$ cat src/rtl/inst_mem_ctrl.sv
// Writable instruction memory for the CPU fetch path: registered fetch response with
// backpressure, loader write port, post-reset clear sequence and alignment/range faults.
module inst_mem_ctrl #(
  parameter int unsigned       ADDR_W         = 32,
  parameter int unsigned       DATA_W         = 32,
  parameter int unsigned       DEPTH          = 64,
  parameter int unsigned       IDX_W          = $clog2(DEPTH),
  parameter logic [DATA_W-1:0] NOP_WORD       = '0,
  parameter bit                CLEAR_ON_RESET = 1'b1
) (
  input  logic              clk,
  input  logic              rst_n,
  input  logic              fetch_req,
  input  logic [ADDR_W-1:0] fetch_pc,
  output logic              fetch_ready,
  output logic              rsp_valid,
  input  logic              rsp_ready,
  output logic [DATA_W-1:0] rsp_instr,
  output logic              rsp_fault_align,
  output logic              rsp_fault_range,
  input  logic              ld_we,
  input  logic [IDX_W-1:0]  ld_addr,
  input  logic [DATA_W-1:0] ld_data,
  output logic              ld_ready,
  output logic              init_done
);

  localparam int unsigned       AL      = $clog2(DATA_W / 8);
  localparam logic [ADDR_W-1:0] DepthA  = ADDR_W'(DEPTH);
  localparam logic [IDX_W:0]    DepthI  = (IDX_W + 1)'(DEPTH);
  localparam logic [IDX_W-1:0]  LastIdx = IDX_W'(DEPTH - 1);

  typedef enum logic {StInit, StReady} state_e;
  localparam state_e StReset = CLEAR_ON_RESET ? StInit : StReady;

  logic [DATA_W-1:0] mem_q [DEPTH];

  state_e            state_q, state_d;
  logic [IDX_W-1:0]  cnt_q, cnt_d;
  logic              init_done_q, init_done_d;
  logic              rsp_valid_q, rsp_valid_d;
  logic [DATA_W-1:0] rsp_instr_q, rsp_instr_d;
  logic              fault_align_q, fault_align_d;
  logic              fault_range_q, fault_range_d;

  logic [ADDR_W-1:0] fetch_idx;
  logic              fault_align, fault_range, accept;
  logic              mem_we;
  logic [IDX_W-1:0]  mem_waddr;
  logic [DATA_W-1:0] mem_wdata;

  // Index kept at full PC width so high PC bits still trip the range fault.
  assign fetch_idx   = fetch_pc >> AL;
  assign fault_align = |fetch_pc[AL-1:0];
  assign fault_range = fetch_idx >= DepthA;

  // init_done_q doubles as the READY qualifier so every handshake is low during reset.
  assign ld_ready    = init_done_q;
  assign fetch_ready = init_done_q && !ld_we && (!rsp_valid_q || rsp_ready);
  assign accept      = fetch_req && fetch_ready;

  always_comb begin
    state_d     = state_q;
    cnt_d       = cnt_q;
    init_done_d = init_done_q;
    mem_we      = 1'b0;
    mem_waddr   = ld_addr;
    mem_wdata   = ld_data;
    unique case (state_q)
      StInit: begin
        mem_we    = 1'b1;
        mem_waddr = cnt_q;
        mem_wdata = NOP_WORD;
        cnt_d     = cnt_q + 1'b1;
        if (cnt_q == LastIdx) begin
          state_d     = StReady;
          init_done_d = 1'b1;
          cnt_d       = '0;
        end
      end
      StReady: begin
        init_done_d = 1'b1;
        // Out-of-range loader writes are dropped.
        mem_we      = init_done_q && ld_we && ({1'b0, ld_addr} < DepthI);
      end
    endcase
  end

  always_comb begin
    rsp_valid_d   = rsp_valid_q;
    rsp_instr_d   = rsp_instr_q;
    fault_align_d = fault_align_q;
    fault_range_d = fault_range_q;
    if (accept) begin
      rsp_valid_d   = 1'b1;
      fault_align_d = fault_align;
      fault_range_d = fault_range;
      rsp_instr_d   = (fault_align || fault_range) ? NOP_WORD
                                                    : mem_q[fetch_idx[IDX_W-1:0]];
    end else if (rsp_ready) begin
      rsp_valid_d = 1'b0;
    end
  end

  always_ff @(posedge clk or negedge rst_n) begin
    if (!rst_n) begin
      state_q       <= StReset;
      cnt_q         <= '0;
      init_done_q   <= 1'b0;
      rsp_valid_q   <= 1'b0;
      rsp_instr_q   <= '0;
      fault_align_q <= 1'b0;
      fault_range_q <= 1'b0;
    end else begin
      state_q       <= state_d;
      cnt_q         <= cnt_d;
      init_done_q   <= init_done_d;
      rsp_valid_q   <= rsp_valid_d;
      rsp_instr_q   <= rsp_instr_d;
      fault_align_q <= fault_align_d;
      fault_range_q <= fault_range_d;
    end
  end

  always_ff @(posedge clk) begin
    if (mem_we) begin
      mem_q[mem_waddr] <= mem_wdata;
    end
  end

  assign rsp_valid       = rsp_valid_q;
  assign rsp_instr       = rsp_instr_q;
  assign rsp_fault_align = fault_align_q;
  assign rsp_fault_range = fault_range_q;
  assign init_done       = init_done_q;

endmodule

$ cat config.mk
export PLATFORM = sky130hd
export DESIGN_NAME = inst_mem_ctrl
export DESIGN_NICKNAME = d
export VERILOG_FILES = /design/src/rtl/inst_mem_ctrl.sv
export SDC_FILE = /design/constraint.sdc
export NUM_CORES = 2
export LEC_CHECK = 0
export ABC_AREA = 1
export BUFFER_PORTS_ARGS = -buffer_cell sky130_fd_sc_hd__buf_4
export CAP_MARGIN = 20
export CORE_MARGIN = 2
export CORE_UTILIZATION = 60
export CTS_BUF_LIST = sky130_fd_sc_hd__clkbuf_16
export DETAILED_ROUTE_END_ITERATION = 16
export PLACE_DENSITY = 0.75
export SLEW_MARGIN = 20
export SYNTH_ARGS = -nofsm -noshare
export SYNTH_HDL_FRONTEND = slang
export SYNTH_SLANG_ARGS = --single-unit
$ cat constraint.sdc
create_clock -name clk -period 9.8 [get_ports clk]
set_input_delay 1.96 -clock clk [delete_from_list [all_inputs] [get_ports clk]]
set_output_delay 1.96 -clock clk [all_outputs]
set_load 0.01 [all_outputs]
; Yosys cells after proc, flatten, opt, wreduce, memory -nomap -nowiden
; Memory sizes are Yosys's and may differ from the RTL's.
; Index checks and enable logic that the tools add are counted.
[classes]
add_sub_neg = 1
magnitude_cmp = 1
eq_ne = 2
n_mux = 13
bitwise_logic = 1
n_reduce_logical = 10
[ops]
columns = op, n
row1 = $mux W32, 2
row2 = $ge A30 B7 Y1 const B, 1
row3 = $mux W6, 2
row4 = $mux W1, 7
row5 = $add A6 B1 Y6 const B, 1
row6 = $eq A6 B6 Y1 const B, 1
row7 = $logic_and A1 B1 Y1, 4
row8 = $pmux W1 S2, 2
row9 = $logic_not A1 Y1, 2
row10 = $logic_or A1 B1 Y1, 2
row11 = $ne A2 B2 Y1 const B, 1
row12 = $reduce_bool A2 Y1, 1
row13 = $reduce_or A2 Y1, 1
row14 = $not A1 Y1, 1
[totals]
ff_bits = 43
ram_bits = 2048
in_bits = 75
out_inout_bits = 38
elab_cells = 36
mem_count = 1
[mem_list]
columns = name, words, width, rd, rd_ports_with_merged_regs, wr, line_no
row1 = mem_q, 64, 32, 1, 0, 1, 36  ; logic [DATA_W-1:0] mem_q [DEPTH];

; Logic depth before layout (Yosys ltp)
[logic_depth]
depth_word = 5
depth_mapped = 13
ltp_nobuf = 10

; Worst setup path before layout
; Ideal clock, no wire load.
[synth_path]
path_kind = input-to-reg
startpoint = input ld_addr[4]
endpoint = memory mem_q[48][0], enable pin
setup_ps = 502
arrival_time_ps = 5626
required_ps = 9298
path_slack_ps = 3673
path_stages = 6
n_path_buf = 0
path_cell_list = nand2_1 -> o21ai_0 -> inv_1 -> nor2_1 -> nand3_2 -> nor4_1
[synth_via]
elab_chain_len = 1
[synth_rtl]
columns = item, line_no
row1 = start: declaration, 22  ; input logic [IDX_W-1:0] ld_addr,
row2 = $mux W6, 69  ; unique case (state_q)
row3 = end: declaration, 36
; Every way passes these cells.

; Final worst setup path
[layout_path]
startpoint = input fetch_pc[2]
endpoint = register rsp_instr_q[12] (netlist: rsp_instr[12])
[layout_via]
elab_chain_len = 3
word_cells_on_any_way = 4
classes_between = order compare: 1 / mux: 1 / reduce/logical: 1 / memory: 1
[layout_rtl]
columns = item, line_no
row1 = start: declaration, 14  ; input logic [ADDR_W-1:0] fetch_pc,
row2 = $ge A30 B7 Y1, 55  ; assign fault_range = fetch_idx >= DepthA;
row3 = $logic_or A1 B1 Y1, 98  ; rsp_instr_d = (fault_align || fault_range) ? NOP_WORD
row4 = $mux W32 (*), 98
row5 = end signal: assignment, 119  ; rsp_instr_q <= rsp_instr_d;
row6 = end: declaration, 42  ; logic [DATA_W-1:0] rsp_instr_q, rsp_instr_d;
; Mark *: on every way between the ends. The rest lies on a longest branch, timed or not.
; A chain may end at the register's enable or synchronous reset.

==> impl_metrics.toml <==
[run_status]
status = "completed"

[pwr]
switchingPower_mw = 3.87
p_clk_share_pct = 40.3
p_total_mw = 17.7
ir_worst_vdd_uv = 191
swShare_pct = 21.8
p_int_mw = 13.8
seq_power_share_pct = 54.6
power.density_mw_per_mm2 = 188
cellLeakagePower_nw = 34.7
combPwrFrac_pct = 5.2

[clock_tree]
cts_resized = 0
clkTransAtPathRegs_ns = 0.06
hold_buffers = 0
cts.htree.levels = 4
post_cts_buffers = 0
clockBufferDepth = 3
cts_tree = "built"
clock_latency_ns = 0.84
cts-root-buf = "clkbuf_16"
cts_inserted_buffers = 198
cts.sinks = 2091

[die]
die_w_microns = 382
core_area_sq_mm = 0.142
initial_utilization_pct = 60.5
row_count = 138
dieArea_sq_mm = 0.146
io_pins = 113
die_h_microns = 382

[timing]
slew_viol_final = 0
slew-limit-headroom_pct = 20.7
setup_viol = 0
fin_skew_ns = 0.0249
final.setup.tns_ns = 0
finalCritPeriodShare_pct = 54.1
finalHoldViolCount = 0
worst_pin_slew_ns = 1.19
rsz0062_at_grt = "no"
max_freq_mhz = 189
min_period_ns = 5.30

[worst_setup_path]
cp_slowest_cell = "buf_12"
start_kind = "primary input"
reg2reg_slack_ns = 5.55
crit_chain = "buf_8 -> buf_12 -> buf_12 -> nand2_1 -> nand3_1 -> nand3_1 -> nand3_1 -> nand3_1 -> nand3_1 -> nand3_1 -> nand2_1"
cp.buffers_inverters = 3
timing.rr.end = "mem_q[36][16]"
crit_fanout = 218
slowest_delay_ns = 0.67
critPathTopFamily = "buffers and inverters"
cp.arrival_ns = 6.06
crit_required_ns = 10.56
cp-end-kind = "flip-flop"
r2r_start = "state_q"
path_common_cell = "nand3_1"
path_class = "primary input to flip-flop"
reg2reg_depth = 6

[routing]
via_count = 58200
firstDrtPassIters = 6
drc = 0
routed.top_layer = "met5"
wl_met2_microns = 107000
dr_wl_met3_microns = 36800
wl_per_cell_microns = 25.7
drt_iter0_drc = 9784
met1Wirelength_microns = 86400
drt_wl_total_microns = 242000
final_antenna_net_count = 0
viasPerCell = 6.19

[logic_synthesis]
synth_top_area_share_pct = 71.8
syn_area_sq_mm = 0.0857
seq_area_frac_synth_pct = 73.0
synth_cell_types = 30
synth_area_leaders = "edfxtp_1, nand3_1, nand2_1"
synth_cells = 7361
syn_nets = 7437
post_synth.cell_area_avg_sq_um = 11.6
synth-seq-cells = 2091
synth.largest_area_cell = "edfxtp_1"
yosysWarnings = 0

[place]
port_buffers = 112
dp_hpwl_microns = 119000
place_congestion = 0.855

[grt]
grt_usage_pct = 33.1
grt_max_degree = 219
grt_pass1_wl_microns = 355000
antenna_found_initial = 10
globalRouteOverflowTotal = 0
grt_pass1_vias = 56100

[worst_hold_path]
hold_depth = 2
holdCritStartpoint = "rsp_instr[6]"
hold_path_class = "flip-flop to flip-flop"
holdPathEnd = "rsp_instr[6]"

[layout]
num-fill-cells = 9869
n_antenna_cell = 0
synthToLayoutAreaGrowth_pct = 9.80
layout-drive-gt1-share_pct = 8.47
num-nets-final = 7421

[job]
drv_cap = 0
-- routing by layer --
metal,vias up,global-route usage (%)
li1,25500,-
met1,27700,45.5
met2,4333,49.6
met3,645,9.47
met4,14,14.9
met5,-,0.761
-- Yosys cell counts, drive strengths merged --
library cell	count
nand2	2330
edfxtp	2048
nand3	1933
inv	407
buf	362
clkbuf	96
nor2	81
dfrtp	43
or2	28
nand4	6
nor4	6
o21ai	6
nor3	5
xor2	3
a21oi	2
o21a	2
ha	1
nor3b	1
xnor2	1
-- logic make-up (layout without fill, tap and decap cells) --
kind of cell | after synthesis | in the layout | synth area share [%]
AOI/OAI and AO/OA | 10 | 10 | 0.0774
xor gates and xnor gates | 4 | 4 | 0.0409
adders and majority gates | 1 | 1 | 0.0146
buffers and inverters | 865 | 1013 | 4.67
DFF | 2091 | 2091 | 73.0
and+or+nand+nor | 4390 | 4390 | 22.2
-- placed cells by master (no fill, tap or decap), drive strengths merged --
master    synthesis  final
a21oi             2      2
buf             362    242
bufinv            0      8
clkbuf           96    203
clkinv            0    105
clkinvlp          0      5
dfrtp            43     43
edfxtp         2048   2048
ha                1      1
inv             407    450
nand2          2330   2330
nand3          1933   1933
nand4             6      6
nor2             81     81
nor3              5      5
nor3b             1      1
nor4              6      6
o21a              2      2
o21ai             6      6
or2              28     28
xnor2             1      1
xor2              3      3
-- worst max-delay path by stage --
stage	start	to	slack [ns]	cells after the start
2_1_floorplan	ld_addr[4]	mem_q[48][0]	3.67	6
3_3_place_gp	fetch_pc[2]	rsp_instr[25]	4.06	12
3_5_place_dp	fetch_pc[2]	rsp_instr[25]	3.99	12
4_1_cts	fetch_pc[2]	rsp_instr[25]	4.86	12
5_1_grt	fetch_pc[2]	rsp_instr[25]	4.49	12
6_report	fetch_pc[2]	rsp_instr[12]	4.50	11
-- worst min-delay path: stages (launching register included) --
cell and delay, ns:
dfrtp_1 0.35, nand2_1 0.05, nand2_1 0.06
-- sequential cells by signal, summed over array words and instances (netlist names) --
signal	flops
rsp_fault_align	1
rsp_fault_range	1
state_q	1
cnt_q	6
rsp_instr	32
mem_q	2048
init_done	1
rsp_valid	1
-- cell type report --
cell class / instances / area, sq um / area share, %
Timing Repair Buffer: 242 / 1990 / 2.12
Clock buffer: 203 / 5080 / 5.40
Inverter: 407 / 1590 / 1.69
Sequential cell: 2091 / 62600 / 66.5
Tap cell: 1890 / 2360 / 2.51
Multi-Input combinational cell: 4405 / 19600 / 20.8
Clock inverter: 161 / 903 / 0.960
-- power groups by stage --
stage          combinational [mW]  sequential [mW]  clock (mW)
6_report                    0.912             9.66        7.13
5_1_grt                     0.985             9.66        7.49
4_1_cts                     0.885             9.66        7.16
3_5_place_dp                0.877             9.85           0
3_3_place_gp                0.862             9.85           0
2_1_floorplan               0.603             9.85           0
-- per-stage QoR --
| step | std cells | instance area (sq um) | setup slack, ns | util (%) | hold slack (ns) |
|---|---|---|---|---|---|
| detailed placement | 9035 | 88100 | 3.99 | 62.2 | 0.472 |
| floorplan | 7361 | 85700 | 3.67 | - | 0.463 |
| CTS | 9399 | 94100 | 4.86 | 66.5 | 0.496 |
| global route | 9399 | 94100 | 4.49 | 66.5 | 0.517 |
| finish | 9399 | 94100 | 4.50 | 66.5 | 0.494 |
| global placement | 9034 | 88100 | 4.06 | 62.2 | 0.467 |
Power figures use the tool's default switching activity.
